## config.mk

```make
export PLATFORM = sky130hd
export DESIGN_NAME = srt_div_arbiter
export DESIGN_NICKNAME = d
export VERILOG_FILES = /design/src/rtl/srt_div_pkg.sv /design/src/rtl/srt_div_arbiter_divider.sv /design/src/rtl/srt_div_arbiter_rr.sv /design/src/rtl/srt_div_arbiter.sv
export SDC_FILE = /design/constraint.sdc
export NUM_CORES = 1
export LEC_CHECK = 0
export ABC_AREA = 1
export CORE_UTILIZATION = 40
export CTS_CLUSTER_DIAMETER = 30
export CTS_CLUSTER_SIZE = 25
export DETAILED_ROUTE_END_ITERATION = 6
export GPL_TIMING_DRIVEN = 0
export PLACE_DENSITY = 0.66
export SLEW_MARGIN = 15
export SYNTH_ARGS = -nofsm -noshare
export SYNTH_HDL_FRONTEND = slang
export SYNTH_HIERARCHICAL = 1
export SYNTH_SLANG_ARGS = --single-unit
```

## constraint.sdc

```tcl
create_clock -name clk -period 3.1 [get_ports clk]
set_input_delay 0.465 -clock clk [delete_from_list [all_inputs] [get_ports clk]]
set_output_delay 0.465 -clock clk [all_outputs]
set_load 0.02 [all_outputs]
```

## src/rtl/srt_div_pkg.sv

```systemverilog
`default_nettype none
// ============================================================================
//  Module      : srt_div_pkg
//  Description : Shared types and helpers for the SRT divider arbiter slice.
//                - arb_state_t : arbiter FSM state encoding
//                - idw()       : requester-index width, never below 1 bit
//                - lane_lsb()  : LSB offset of a lane in a packed lane bus
//  Revision    : 1.0  initial release
// ============================================================================
package srt_div_pkg;

    typedef enum logic [1:0] {
        ST_IDLE  = 2'd0,
        ST_CLEAR = 2'd1,
        ST_RUN   = 2'd2,
        ST_RESP  = 2'd3
    } arb_state_t;

    function automatic int idw(input int nreq);
        return (nreq <= 2) ? 1 : $clog2(nreq);
    endfunction

    function automatic int lane_lsb(input int lane, input int width);
        return lane * width;
    endfunction

endpackage
`default_nettype wire

```

## src/rtl/srt_div_arbiter_divider.sv

```systemverilog
`default_nettype none
// ============================================================================
//  Module      : SRTDivider
//  Description : Iterative N-bit divider, one quotient bit per cycle on
//                operand magnitudes, sign applied to the quotient at the end.
//                Signed quotient truncates toward zero; remainder is the
//                unsigned magnitude |x| mod |y|. Divide by zero finishes on
//                the load cycle with divByZeroEx=1 and q=r=0.
//                Timing: start seen -> load, then N iterations, done rises
//                N+1 cycles after start is first sampled. done and the
//                result hold until rst.
//  Ports       : clk, rst (sync, active-high), start, is_signed,
//                x/y [N-1:0] operands, q/r [N-1:0] results, done, divByZeroEx
//  Revision    : 1.0  initial release
// ============================================================================
module SRTDivider #(
    parameter int N = 16
) (
    input  logic         clk,
    input  logic         rst,
    input  logic         start,
    input  logic         is_signed,
    input  logic [N-1:0] x,
    input  logic [N-1:0] y,
    output logic [N-1:0] q,
    output logic [N-1:0] r,
    output logic         done,
    output logic         divByZeroEx
);

    localparam int             CW         = (N <= 2) ? 1 : $clog2(N);
    localparam logic [CW-1:0]  c_last_cnt = CW'(N - 1);

    logic          r_active;
    logic          r_done;
    logic          r_dbz;
    logic          r_neg_q;
    logic [CW-1:0] r_cnt;
    logic [N:0]    r_rem;
    logic [N-1:0]  r_quo;
    logic [N-1:0]  r_ymag;
    logic [N-1:0]  r_q;
    logic [N-1:0]  r_r;

    logic [N-1:0]  w_xmag;
    logic [N-1:0]  w_ymag;
    logic [N:0]    w_shift;
    logic [N:0]    w_trial;
    logic          w_ge;
    logic [N:0]    w_rem_next;
    logic [N-1:0]  w_quo_next;

    // Negating the most negative value yields the same bit pattern, which is
    // exactly its magnitude when read as unsigned.
    assign w_xmag = (is_signed && x[N-1]) ? (-x) : x;
    assign w_ymag = (is_signed && y[N-1]) ? (-y) : y;

    // Remainder stays below the divisor, so bit N of the trial difference is
    // set exactly when the subtraction would go negative.
    assign w_shift    = {r_rem[N-1:0], r_quo[N-1]};
    assign w_trial    = w_shift - {1'b0, r_ymag};
    assign w_ge       = ~w_trial[N];
    assign w_rem_next = w_ge ? w_trial : w_shift;
    assign w_quo_next = {r_quo[N-2:0], w_ge};

    always_ff @(posedge clk) begin
        if (rst) begin
            r_active <= 1'b0;
            r_done   <= 1'b0;
            r_dbz    <= 1'b0;
            r_neg_q  <= 1'b0;
            r_cnt    <= '0;
            r_rem    <= '0;
            r_quo    <= '0;
            r_ymag   <= '0;
            r_q      <= '0;
            r_r      <= '0;
        end else if (!r_active && !r_done && start) begin
            if (y == '0) begin
                r_done <= 1'b1;
                r_dbz  <= 1'b1;
                r_q    <= '0;
                r_r    <= '0;
            end else begin
                r_active <= 1'b1;
                r_rem    <= '0;
                r_quo    <= w_xmag;
                r_ymag   <= w_ymag;
                r_neg_q  <= is_signed && (x[N-1] ^ y[N-1]);
                r_cnt    <= '0;
            end
        end else if (r_active) begin
            r_rem <= w_rem_next;
            r_quo <= w_quo_next;
            r_cnt <= r_cnt + CW'(1);
            if (r_cnt == c_last_cnt) begin
                r_active <= 1'b0;
                r_done   <= 1'b1;
                r_q      <= r_neg_q ? (-w_quo_next) : w_quo_next;
                r_r      <= w_rem_next[N-1:0];
            end
        end
    end

    assign q           = r_q;
    assign r           = r_r;
    assign done        = r_done;
    assign divByZeroEx = r_dbz;

endmodule
`default_nettype wire

```

## src/rtl/srt_div_arbiter_rr.sv

```systemverilog
`default_nettype none
// ============================================================================
//  Module      : rr_arbiter
//  Description : Combinational round-robin picker. Grants the first asserted
//                request at or after ptr, wrapping past NREQ-1 to 0.
//  Ports       : req   [NREQ-1:0] in   request vector
//                ptr   [IDW-1:0]  in   highest-priority lane this cycle
//                grant [NREQ-1:0] out  one-hot grant (all 0 when no request)
//                gidx  [IDW-1:0]  out  index of granted lane
//                any              out  at least one request present
//  Revision    : 1.0  initial release
// ============================================================================
module rr_arbiter
    import srt_div_pkg::*;
#(
    parameter int  NREQ = 4,
    localparam int IDW  = idw(NREQ)
) (
    input  logic [NREQ-1:0] req,
    input  logic [IDW-1:0]  ptr,
    output logic [NREQ-1:0] grant,
    output logic [IDW-1:0]  gidx,
    output logic            any
);

    // Walk offsets from the far end back towards ptr so the smallest offset
    // (highest priority) is the last one written and therefore wins.
    always_comb begin
        int w_cand;
        grant  = '0;
        gidx   = '0;
        any    = 1'b0;
        w_cand = 0;
        for (int i = NREQ - 1; i >= 0; i--) begin
            w_cand = int'(ptr) + i;
            if (w_cand >= NREQ) begin
                w_cand = w_cand - NREQ;
            end
            if (req[w_cand]) begin
                gidx = IDW'(w_cand);
                any  = 1'b1;
            end
        end
        if (any) begin
            grant[gidx] = 1'b1;
        end
    end

endmodule
`default_nettype wire

```

## src/rtl/srt_div_arbiter.sv

```systemverilog
`default_nettype none
// ============================================================================
//  Module      : srt_div_arbiter
//  Description : Shares one SRTDivider among NREQ requesters. Round-robin
//                grant with operand capture, then CLEAR -> RUN -> RESP
//                sequencing of the divider with a RUN-cycle watchdog.
//                One job in flight; one tagged response per grant.
//  Ports       : clk, rst               clock, sync active-high reset
//                req_valid/req_ready    [NREQ] request handshake (one-hot ready)
//                req_signed             [NREQ] signed-division select
//                req_x/req_y            [NREQ*N] operands, lane k at [k*N +: N]
//                rsp_valid/rsp_ready    response handshake
//                rsp_id [IDW]           lane that owns the response
//                rsp_q/rsp_r [N]        quotient / remainder magnitude
//                rsp_div_by_zero        divider flagged divide by zero
//                rsp_timeout            watchdog expired before done
//                busy                   a job is being processed
//  Revision    : 1.0  initial release
// ============================================================================
module srt_div_arbiter
    import srt_div_pkg::*;
#(
    parameter int  N       = 16,
    parameter int  NREQ    = 4,
    parameter int  TIMEOUT = 2 * N + 8,
    localparam int IDW     = idw(NREQ)
) (
    input  logic              clk,
    input  logic              rst,
    input  logic [NREQ-1:0]   req_valid,
    output logic [NREQ-1:0]   req_ready,
    input  logic [NREQ-1:0]   req_signed,
    input  logic [NREQ*N-1:0] req_x,
    input  logic [NREQ*N-1:0] req_y,
    output logic              rsp_valid,
    input  logic              rsp_ready,
    output logic [IDW-1:0]    rsp_id,
    output logic [N-1:0]      rsp_q,
    output logic [N-1:0]      rsp_r,
    output logic              rsp_div_by_zero,
    output logic              rsp_timeout,
    output logic              busy
);

    localparam int             WDW         = $clog2(TIMEOUT + 1);
    localparam logic [WDW-1:0] c_wd_limit  = WDW'(TIMEOUT);
    localparam logic [IDW-1:0] c_last_lane = IDW'(NREQ - 1);

    arb_state_t     r_state;
    arb_state_t     w_next;

    logic [IDW-1:0] r_ptr;
    logic [IDW-1:0] r_id;
    logic           r_signed;
    logic [N-1:0]   r_x;
    logic [N-1:0]   r_y;
    logic [N-1:0]   r_q;
    logic [N-1:0]   r_r;
    logic           r_dbz;
    logic           r_to;
    logic [WDW-1:0] r_wd;

    logic [NREQ-1:0] w_grant;
    logic [IDW-1:0]  w_gidx;
    logic            w_any;
    logic            w_wd_expired;

    logic           w_div_rst;
    logic           w_div_start;
    logic [N-1:0]   w_div_q;
    logic [N-1:0]   w_div_r;
    logic           w_div_done;
    logic           w_div_dbz;

    logic [N-1:0]   w_lane_x [NREQ];
    logic [N-1:0]   w_lane_y [NREQ];

    for (genvar k = 0; k < NREQ; k++) begin : g_lane
        assign w_lane_x[k] = req_x[lane_lsb(k, N) +: N];
        assign w_lane_y[k] = req_y[lane_lsb(k, N) +: N];
    end

    rr_arbiter #(
        .NREQ (NREQ)
    ) u_rr (
        .req   (req_valid),
        .ptr   (r_ptr),
        .grant (w_grant),
        .gidx  (w_gidx),
        .any   (w_any)
    );

    // Divider is held in reset everywhere but RUN, so every job starts from
    // a clean divider and a finished result cannot leak into the next job.
    assign w_div_rst    = rst | (r_state != ST_RUN);
    assign w_div_start  = (r_state == ST_RUN);
    assign w_wd_expired = (r_wd == c_wd_limit);

    SRTDivider #(
        .N (N)
    ) u_div (
        .clk         (clk),
        .rst         (w_div_rst),
        .start       (w_div_start),
        .is_signed   (r_signed),
        .x           (r_x),
        .y           (r_y),
        .q           (w_div_q),
        .r           (w_div_r),
        .done        (w_div_done),
        .divByZeroEx (w_div_dbz)
    );

    // ---------------- state register ----------------
    always_ff @(posedge clk) begin
        if (rst) begin
            r_state <= ST_IDLE;
        end else begin
            r_state <= w_next;
        end
    end

    // ---------------- next state ----------------
    always_comb begin
        w_next = r_state;
        case (r_state)
            ST_IDLE:  if (w_any)                       w_next = ST_CLEAR;
            ST_CLEAR:                                  w_next = ST_RUN;
            ST_RUN:   if (w_div_done || w_wd_expired)  w_next = ST_RESP;
            ST_RESP:  if (rsp_ready)                   w_next = ST_IDLE;
            default:                                   w_next = ST_IDLE;
        endcase
    end

    // ---------------- outputs ----------------
    // req_ready is masked during reset so no requester sees an accept that
    // the reset branch of the datapath would discard.
    always_comb begin
        req_ready = '0;
        rsp_valid = 1'b0;
        busy      = (r_state != ST_IDLE);
        if ((r_state == ST_IDLE) && !rst) begin
            req_ready = w_grant;
        end
        if (r_state == ST_RESP) begin
            rsp_valid = 1'b1;
        end
    end

    // ---------------- job latch, watchdog, result capture ----------------
    always_ff @(posedge clk) begin
        if (rst) begin
            r_ptr    <= '0;
            r_id     <= '0;
            r_signed <= 1'b0;
            r_x      <= '0;
            r_y      <= '0;
            r_q      <= '0;
            r_r      <= '0;
            r_dbz    <= 1'b0;
            r_to     <= 1'b0;
            r_wd     <= '0;
        end else begin
            case (r_state)
                ST_IDLE: begin
                    if (w_any) begin
                        r_id     <= w_gidx;
                        r_signed <= req_signed[w_gidx];
                        r_x      <= w_lane_x[w_gidx];
                        r_y      <= w_lane_y[w_gidx];
                        r_ptr    <= (w_gidx == c_last_lane) ? '0 : (w_gidx + IDW'(1));
                    end
                end
                ST_CLEAR: begin
                    r_wd <= '0;
                end
                ST_RUN: begin
                    // done takes priority over a watchdog expiring the same cycle
                    if (w_div_done) begin
                        r_q   <= w_div_q;
                        r_r   <= w_div_r;
                        r_dbz <= w_div_dbz;
                        r_to  <= 1'b0;
                    end else if (w_wd_expired) begin
                        r_q   <= '0;
                        r_r   <= '0;
                        r_dbz <= 1'b0;
                        r_to  <= 1'b1;
                    end else begin
                        r_wd <= r_wd + WDW'(1);
                    end
                end
                default: begin
                end
            endcase
        end
    end

    assign rsp_id          = r_id;
    assign rsp_q           = r_q;
    assign rsp_r           = r_r;
    assign rsp_div_by_zero = r_dbz;
    assign rsp_timeout     = r_to;

endmodule
`default_nettype wire
```

Word-level counts from Yosys, hierarchy flattened
Cells that the tools add are included.
{"block": "totals", "output_inout_bits": 42, "ff_bits": 167}
{"block": "classes", "order_cmp": 11, "n_reduce_logical": 26, "bitwise_logic": 5, "n_addsub": 14, "n_mux": 80, "eq_ne": 14}
{"op": "$mux 16", "n": 24}
{"op": "$lt 32x4->1 const B", "n": 4}
{"op": "$mux 32", "n": 4}
{"op": "$ge 32x4->1 const B", "n": 3}
{"op": "$sub 32x4->32 const B", "n": 3}
{"op": "$bmux 16 s2", "n": 2}
{"op": "$neg 16->16", "n": 3}
{"op": "$mux 1", "n": 27}
{"op": "$mux 4", "n": 5}
{"op": "$sub 17x16->17", "n": 1}
{"op": "$logic_not 16->1", "n": 1}
{"op": "$mux 2", "n": 8}
{"op": "$ne 2x2->1 const B", "n": 7}
{"op": "$mux 6", "n": 2}
{"op": "$pmux 6 s2", "n": 1}
{"op": "$bmux 1 s2", "n": 5}
{"op": "$reduce_and 2->1", "n": 5}
{"op": "$reduce_bool 2->1", "n": 5}
{"op": "$reduce_and 3->1", "n": 3}
{"op": "$pmux 2 s4", "n": 1}
{"op": "$logic_and 1x1->1", "n": 7}
{"op": "$add 2x2->3 const B", "n": 2}
{"op": "$add 6x1->6 const B", "n": 1}
{"op": "$eq 2x2->1 const B", "n": 3}
{"op": "other kinds (20)", "n": 23}

Logic depth before layout (Yosys ltp)
Gate-level depths: netlist of the first run.
{"block": "depth", "ltp_word": 16, "depth_mapped": 24, "depth_no_buf": 24}

By module
The synthesis of the first run kept the hierarchy.
{"module": "SRTDivider", "area_each_um2": 5202.5, "seq_area_each_um2": 1761.7, "n_inst": 1, "cells_per_inst": 725}
{"module": "srt_div_arbiter", "area_each_um2": 4215.3, "seq_area_each_um2": 1581.5, "n_inst": 1, "cells_per_inst": 654}
{"module": "rr_arbiter", "area_each_um2": 241.5, "seq_area_each_um2": 0.0, "n_inst": 1, "cells_per_inst": 55}

Worst setup path after synthesis of the first run
No wires, ideal clock.
{"block": "synth_path", "path_type": "reg2reg", "from": "register u_div.r_quo[15]", "to": "register u_div.r_q[12] (netlist: u_div/q[12])", "n_path_buf": 0, "setup_slack_ns": 0.182, "t_arrival_ns": 2.848, "required_time_ns": 3.030, "path_stages_with_launch": 24, "path_cell_list": "dfxtp_1 inv_1 ha_1 fa_1 inv_1 nand3_1 nand2_2 nand2_1 nand2_2 nand2_2 nand3_2 nand2_4 inv_4 ha_1 inv_1 nor3_2 nand3_1 nor3_2 nand2_1 nand2_1 o21ai_0 a21oi_1 o21ai_1 a21oi_1"}
{"block": "synth_between", "elab_chain_len": 7}
{"item": "start, declared", "line": "srt_div_arbiter_divider.sv:40", "text": "logic [N-1:0] r_quo;"}
{"item": "start signal, assigned", "line": "srt_div_arbiter_divider.sv:87", "text": "r_quo <= w_xmag;"}
{"item": "start signal, assigned", "line": "srt_div_arbiter_divider.sv:94", "text": "r_quo <= w_quo_next;"}
{"item": "$sub 17x16->17", "line": "srt_div_arbiter_divider.sv:61", "text": "assign w_trial = w_shift - {1'b0, r_ymag};"}
{"item": "$not 1->1", "line": "srt_div_arbiter_divider.sv:62", "text": "assign w_ge = ~w_trial[N];"}
{"item": "$neg 16->16", "line": "srt_div_arbiter_divider.sv:99", "text": "r_q <= r_neg_q ? (-w_quo_next) : w_quo_next;"}
{"item": "$mux 16", "line": "srt_div_arbiter_divider.sv:99"}
{"item": "$mux 16", "line": "srt_div_arbiter_divider.sv:96", "text": "if (r_cnt == c_last_cnt) begin"}
{"item": "$mux 16", "line": "srt_div_arbiter_divider.sv:92", "text": "end else if (r_active) begin"}
{"item": "$mux 16", "line": "srt_div_arbiter_divider.sv:78", "text": "end else if (!r_active && !r_done && start) begin"}
{"item": "end signal, assigned", "line": "srt_div_arbiter_divider.sv:99"}
{"item": "end, declared", "line": "srt_div_arbiter_divider.sv:42", "text": "logic [N-1:0] r_q;"}
Every way passes these cells. The select of a mux whose other input is x is not followed.
A chain may end at the register's enable or synchronous reset.

Worst setup path after layout of the first run
{"block": "layout_path", "from": "input req_valid[2]", "to": "output req_ready[0]"}
{"block": "layout_between", "elab_chain_len": 13, "elab_cells_between_ends": 27}
{"item": "start, declared", "line": "srt_div_arbiter.sv:30", "text": "input logic [NREQ-1:0] req_valid,"}
{"item": "$bmux 1 s2", "line": "srt_div_arbiter_rr.sv:39", "text": "if (req[w_cand]) begin"}
{"item": "$mux 1 (not written as such) (2 in a row)", "line": "srt_div_arbiter_rr.sv:39"}
{"item": "$mux 2 (4 in a row)", "line": "srt_div_arbiter_rr.sv:39"}
{"item": "$lt 2x3->1 (not written as such) or $ge 2x1->1 (tied branches)", "line": "srt_div_arbiter_rr.sv:45", "text": "grant[gidx] = 1'b1;"}
{"item": "$logic_and 1x1->1 (not written as such)", "line": "srt_div_arbiter_rr.sv:45"}
{"item": "$mux 1 (not written as such)", "line": "srt_div_arbiter_rr.sv:45"}
{"item": "$demux 1 s2"}
{"item": "$mux 4 *", "line": "srt_div_arbiter_rr.sv:44", "text": "if (any) begin"}
{"item": "via w_grant[0]", "line": "srt_div_arbiter.sv:63", "text": "logic [NREQ-1:0] w_grant;"}
{"item": "$mux 4 *", "line": "srt_div_arbiter.sv:142", "text": "if ((r_state == ST_IDLE) && !rst) begin"}
{"item": "end, declared", "line": "srt_div_arbiter.sv:31", "text": "output logic [NREQ-1:0] req_ready,"}
The timed path passes the listed nets; every way through them passes the cells marked *. The select of a mux whose other input is x is not followed.

==> flow_summary.ini, run 1 <==
[run_status]
status = complete, no violations

[worst_setup_path]
path_max_fanout = 3
critPathRequiredTime_ps = 2630
rr_startpoint = u_div/r_quo[15]
cp_num_cells = 12
cp_slowest_cell = clkdlybuf4s50_1
reg2reg_depth = 23
crit_end = req_ready[0]
critPathLaunchType = primary input
crit_chain = clkdlybuf4s50_1 > inv_1 > o21ai_1 > nand2_1 > nand2_1 > inv_1 > nand3_1 > nand3_1 > nor2_1 > inv_1 > nor2_1 > clkdlybuf4s50_1
cp_common_cell = inv_1
reg2reg_to = u_div/q[6]
end_kind = output port
critical_path_class = primary input to output port
arrival_ps = 2490
crit_family = buffers and inverters
worstSetupStartpoint = req_valid[2]
cp_num_buf_inv = 5
r2r_slack_ps = 200
max_stage_delay_ps = 610

[cts]
clk_path_buf_depth = 2
insertion_delay_ps = 430
cts_num_sinks = 167
htreeDepth = 4
cts_made_buffers = 17
hold_buffers = 0
cts_tree = yes
root_buffer = clkbuf_16
cts.reportedPaths.clkPinSlew_ps = 60

[layout]
final_cell_area_sq_mm = 0.0126
final_net_count = 1811
area_growth_pct = 30.4
antennaDiodeCount = 0
drive_above_1_share = 0.0924

[grt]
grt_max_degree = 17
grt_pass1_wl_microns = 46300
grt_use_total = 0.238
gr-total-overflow = 0
antenna_found_initial = 0
grt_pass1_vias = 9217

[floorplan]
row_count = 56
die_y_microns = 157
core_sq_mm = 0.0235
die_x_microns = 157
ios = 181
initial_core_util = 0.410
die_area_sq_mm = 0.0248

[logic_synthesis]
ys_seq_area_frac = 0.346
synthArstFlopShare = 0
yosysUniqueCellTypes = 51
netlist_instances = 1434
ys_ff_latch = 167
yosysWarnings = 6
syn-num-nets = 1602
synth_area_per_cell_sq_um = 6.74
ys.flop_type = dfxtp_1
synthesis.area_sq_mm = 0.00966
synth_enable_flop_cells = 0

[min_path]
hold_path_class = flip-flop to flip-flop

[route]
drc = 0
drtIter0Drc = 558
routed_via_density = 4.98
ant_nets = 0
avgRoutedWirePerCell_microns = 14.6
vias = 9837
routed_wl_microns = 28900
firstDrtPassIters = 5

[sta]
fmax_mhz = 338
fin_crit_ps = 2960
setup_violations = 0
finalWorstSetupSlack_ps = 144
rsz0062_at_grt = yes
slew_violations = 0
tightest_slew_ps = 718
max_slew_margin = 0.521
skew_ps = 8.27
final.period_utilization = 0.954
hold_viol_final = 0

[power_and_ir_drop]
p_per_area_mw_per_mm2 = 871
p_sw_uw = 5120
power_frac_clock = 0.184
comb_power_share = 0.572
swShare = 0.467
seqPwrFrac = 0.244
p_leak_uw = 0.00522
p_int_uw = 5850
ir_drop_v = 0.000621

[placement]
post-place-ws_ps = -334
io_buffers = 179
gp_congestion = 0.941
placed_area_sq_mm = 0.0119
dp_hpwl_microns = 23100

[job]
maxCapViolCount = 0
==> cells by family (layout without fill, tap and decap cells) <==
kind of cell	count (synthesis)	in the layout	synth area share
AOI/OAI and AO/OA	431	431	0.239
xor gates and xnor gates	28	28	0.0254
adders and majority gates	29	29	0.0383
buffers and inverters	228	450	0.107
DFF	167	167	0.346
and+or+nand+nor	551	551	0.244
==> stage by stage <==
stage / setup TNS [ps] / power (uW) / instances / utilization / hold WS, ps
6_report: 0 / 11000 / 1975 / 0.535 / 451
5_1_grt: -24.9 / 11800 / 1975 / 0.535 / 476
4_1_cts: 0 / 10900 / 1975 / 0.533 / 453
3_5_place_dp: -837 / 8660 / 1932 / 0.503 / 443
3_3_place_gp: -654 / 8580 / 1932 / 0.503 / 443
2_1_floorplan: 0 / 6960 / 1434 / - / 430
==> worst min path at each step <==
stage                           start           endpoint  slack (ps)  depth (start not counted)
finish                    rsp_timeout        rsp_timeout         450                          2
global route                 rsp_r[2]           rsp_r[2]         480                          2
CTS                       rsp_timeout        rsp_timeout         450                          2
detailed placement        rsp_timeout        rsp_timeout         440                          2
global placement    u_div/divByZeroEx  u_div/divByZeroEx         440                          2
floorplan           u_div/divByZeroEx  u_div/divByZeroEx         430                          2
==> power by group through the flow <==
stage / clock network (uW) / logic (uW) / registers, uW
floorplan: 0 / 4310 / 2650
global placement: 0 / 5880 / 2710
detailed placement: 0 / 5940 / 2720
global route: 2150 / 6990 / 2710
CTS: 2060 / 6210 / 2670
finish: 2020 / 6280 / 2670
==> worst register-to-register path, stage by stage (launching register included) <==
cell and delay [ps]:
dfxtp_4 360, inv_1 40, ha_2 180, fa_2 340
inv_1 60, nand3_1 70, nand2_2 70, nand2_1 60
nand2_2 110, nand2_4 80, nand3_4 90, nand2_8 60
inv_6 60, ha_4 120, inv_2 40, nor3_4 140
nand3_2 120, buf_4 150, buf_4 120, buf_4 120
nand2_1 70, a21oi_1 70, o21ai_0 130, a21oi_1 100
==> placed cells by master, fill, tap and decap left out, types with 13 or more instances in the layout <==
cell / instances
ha_1: 25
nand2_1: 239
clkbuf_1: 23
clkbuf_16: 17
o21ai_1: 103
buf_2: 22
nor2_1: 210
nand3_1: 40
xor2_1: 24
dfxtp_1: 165
o22ai_1: 16
buf_6: 13
o21ai_0: 129
a21oi_1: 137
o211ai_1: 13
clkdlybuf4s50_1: 177
inv_1: 142
buf_4: 23
==> layer usage <==
| layer | global-route usage | routed length [microns] | vias up |
|---|---|---|---|
| met3 | 0.0383 | 1640 | 44 |
| met2 | 0.395 | 13200 | 312 |
| met1 | 0.306 | 13300 | 4332 |
| li1 | - | - | 5149 |
| met4 | 0.0943 | 788 | 0 |
| met5 | 0 | 0 | - |
==> flip-flops by register name (all words and copies together), names as in the netlist, 2 cells and up <==
signal / cells
r_x: 16
r_y: 16
rsp_q: 16
rsp_r: 16
u_div/q: 16
u_div/r: 16
u_div/r_quo: 16
u_div/r_rem: 16
u_div/r_ymag: 16
r_wd: 6
u_div/r_cnt: 4
r_ptr: 2
r_state: 2
rsp_id: 2
==> what timing repair did <==
item | CTS | global route
gates resized for setup | 14 | 12
pin swaps | 10 | 7
setup endpoints to repair | 4 | 9
hold endpoints to repair | 0 | 0
setup buffers | 11 | 0
==> cell type report <==
type                    instances  area [sq um]
fillers                      2419         10900
multi-input cells            1039          5370
flip-flops and latches        167          3350
repair buffers                190          1880
clock inverters                14           128
clock buffers                  18           439
well taps                     319           399
inverters                     154           586
plain buffers                  74           449
==> cell usage after synthesis (all sizes together) (6+ instances only) <==
library cell | count | area share
ha | 28 | 0.036
o22ai | 16 | 0.010
a21oi | 141 | 0.074
inv | 152 | 0.060
buf | 50 | 0.037
nand4 | 7 | 0.0045
o211ai | 13 | 0.010
nand2 | 254 | 0.10
xor2 | 24 | 0.022
a31oi | 6 | 0.0039
dfxtp | 167 | 0.35
nor2 | 215 | 0.087
nand3 | 47 | 0.028
o21bai | 8 | 0.0074
nor3 | 16 | 0.013
clkbuf | 23 | 0.0089
o21ai | 235 | 0.12
No activity file was read; power rests on OpenSTA's default activity.
==> inputs of run 2 (changes only) <==
Settings changed: PLACE_DENSITY 0.66 to 0.7.
==> flow_summary.ini, run 2 (synthesis gave the netlist of run 1 again) <==
[layout]
final_cell_area_sq_mm = 0.0126
final_cell_mix = 238 x nand2_1, 210 x nor2_1, 176 x clkdlybuf4s50_1
drive_above_1_share = 0.0871
fin_util = 0.534
antennaDiodeCount = 0
nFillCells = 2344
area_growth_pct = 30.1
layout_commonest_cell = nand2_1
final_net_count = 1808

[floorplan]
die_x_microns = 157
die_y_microns = 157
ios = 181
row_count = 56
initial_core_util = 0.410
core_sq_mm = 0.0235
die_area_sq_mm = 0.0248

[placement]
post-place-ws_ps = -234
dp_hpwl_microns = 22500
io_buffers = 179
gp_congestion = 0.900
placed_area_sq_mm = 0.0119

[worst_setup_path]
max_stage_delay_ps = 340
critPathLaunchType = flip-flop
path_max_fanout = 3
reg2reg_to = u_div/q[10]
critical_path_class = flip-flop to flip-flop
r2r_slack_ps = 180
arrival_ps = 3220
rr_startpoint = u_div/r_quo[15]
critPathRequiredTime_ps = 3400
cp_slowest_cell = dfxtp_2
crit_chain = inv_1 > ha_2 > fa_2 > inv_1 > nand3_1 > nand2_2 > nand2_1 > nand2_2 > nand2_4 > nand3_4 > nand2_8 > inv_6 > ha_4 > inv_1 > nor3_2 > nand3_1 > nor3_2 > nand2_1 > nand2_2 > xor2_1 > a2bb2oi_1 > nor2_1
end_kind = flip-flop
reg2reg_depth = 22

[sta]
skew_ps = 9.86
hold_viol_final = 0
rsz0062_at_grt = yes
finalWorstSetupSlack_ps = 178
hold_ws_ps = 457
fin_crit_ps = 2920
max_slew_margin = 0.551
setup_violations = 0
fmax_mhz = 342
slew_violations = 0
final.period_utilization = 0.943
tightest_slew_ps = 674

[route]
drc = 0
avgRoutedWirePerCell_microns = 14.4
route.met3.wl_microns = 1400
ant_nets = 0
drtIter0Drc = 528
dr.max_layer_used = met4
routed_via_density = 4.99
firstDrtPassIters = 6
wl_met2_microns = 13300
routedLengthMet1_microns = 13200
routed_wl_microns = 28400
vias = 9834

[power_and_ir_drop]
swShare = 0.462
p_sw_uw = 5030
comb_power_share = 0.561
p_int_uw = 5850
p_per_area_mw_per_mm2 = 866
power_frac_clock = 0.194
ir_drop_v = 0.000642
power_uw = 10900
seqPwrFrac = 0.246
p_leak_uw = 0.00523

[cts]
root_buffer = clkbuf_16
insertion_delay_ps = 430
cts_num_sinks = 167
cts.reportedPaths.clkPinSlew_ps = 60
htreeDepth = 4
cts_made_buffers = 17
cts_tree = yes
clk_path_buf_depth = 2
hold_buffers = 0

[min_path]
hold_path_class = flip-flop to flip-flop
hold_depth = 2
min_to = rsp_r[1]
hp-start = rsp_r[1]

[grt]
grt_pass1_vias = 9326
grt_pass1_wl_microns = 46100
antenna_found_initial = 0
grt_max_degree = 17
gr-total-overflow = 0
grt_use_total = 0.237

[run_status]
status = complete, no violations

[job]
maxCapViolCount = 0
[run 2: cell types whose count changed in the layout (fill, tap and decap cells not counted), sizes merged]
cell	change
buf	-3
bufinv	+1
clkbuf	+1
clkdlybuf4s50	-1
clkinv	-2
clkinvlp	+1
dlymetal6s2s	+1
inv	-1
[run 2: how the worst max path moves through the flow]
stage	start	cells after the start	slack [ps]	to
after floorplan	u_div/r_quo[15]	23	180	u_div/q[12]
after global placement	u_div/r_quo[15]	23	-210	u_div/q[12]
after detailed placement	u_div/r_quo[15]	23	-230	u_div/q[12]
after CTS	r_ptr[0]	14	30	req_ready[1]
after global routing	u_div/r_quo[15]	23	-30	u_div/q[12]
final	u_div/r_quo[15]	22	180	u_div/q[10]
[run 2: power groups by stage]
stage / Combinational (uW) / Sequential (uW) / Clock, uW
detailed placement: 5880 / 2720 / 0
CTS: 6080 / 2670 / 2140
finish: 6100 / 2670 / 2110
global route: 6890 / 2710 / 2240
floorplan: 4310 / 2650 / 0
global placement: 5820 / 2700 / 0
[run 2: layout make-up]
class / instances / area (sq um) / share of cell area
buffer: 74 / 449 / 0.0357
clock buffer: 19 / 443 / 0.0352
clock inverter: 13 / 150 / 0.0119
inverter: 154 / 586 / 0.0466
multi-input combinational: 1039 / 5340 / 0.425
sequential: 167 / 3350 / 0.266
tap: 319 / 399 / 0.0318
timing repair buffer: 187 / 1860 / 0.148
[run 2: stage by stage]
stage / instances / setup TNS (ps)
2_1_floorplan: 1434 / 0
3_3_place_gp: 1932 / -484
3_5_place_dp: 1932 / -576
4_1_cts: 1972 / 0
5_1_grt: 1972 / -31.8
6_report: 1972 / 0
[run 2: worst max-delay path: cells and delay by family, from the launching register on]
family / cells / cell delay [ps]
buf+inv: 4 / 220
compound gates: 1 / 170
simple gates: 13 / 1290
fa+ha+maj: 3 / 640
xor+xnor: 1 / 150
flops: 1 / 340
[run 2: layer usage]
layer,track usage,up-vias
li1,-,5136
met1,0.302,4375
met2,0.409,304
met3,0.0358,19
met4,0.0721,0
met5,0,-
[run 2: timing repair]
item                                    4_1_cts  5_1_grt
endpoints found under the setup margin        3        8
cloned                                        0        0
pin swaps                                     8        6
setup buffers                                 8        0
gates resized for setup                      10        7
endpoints found under the hold margin         0        0
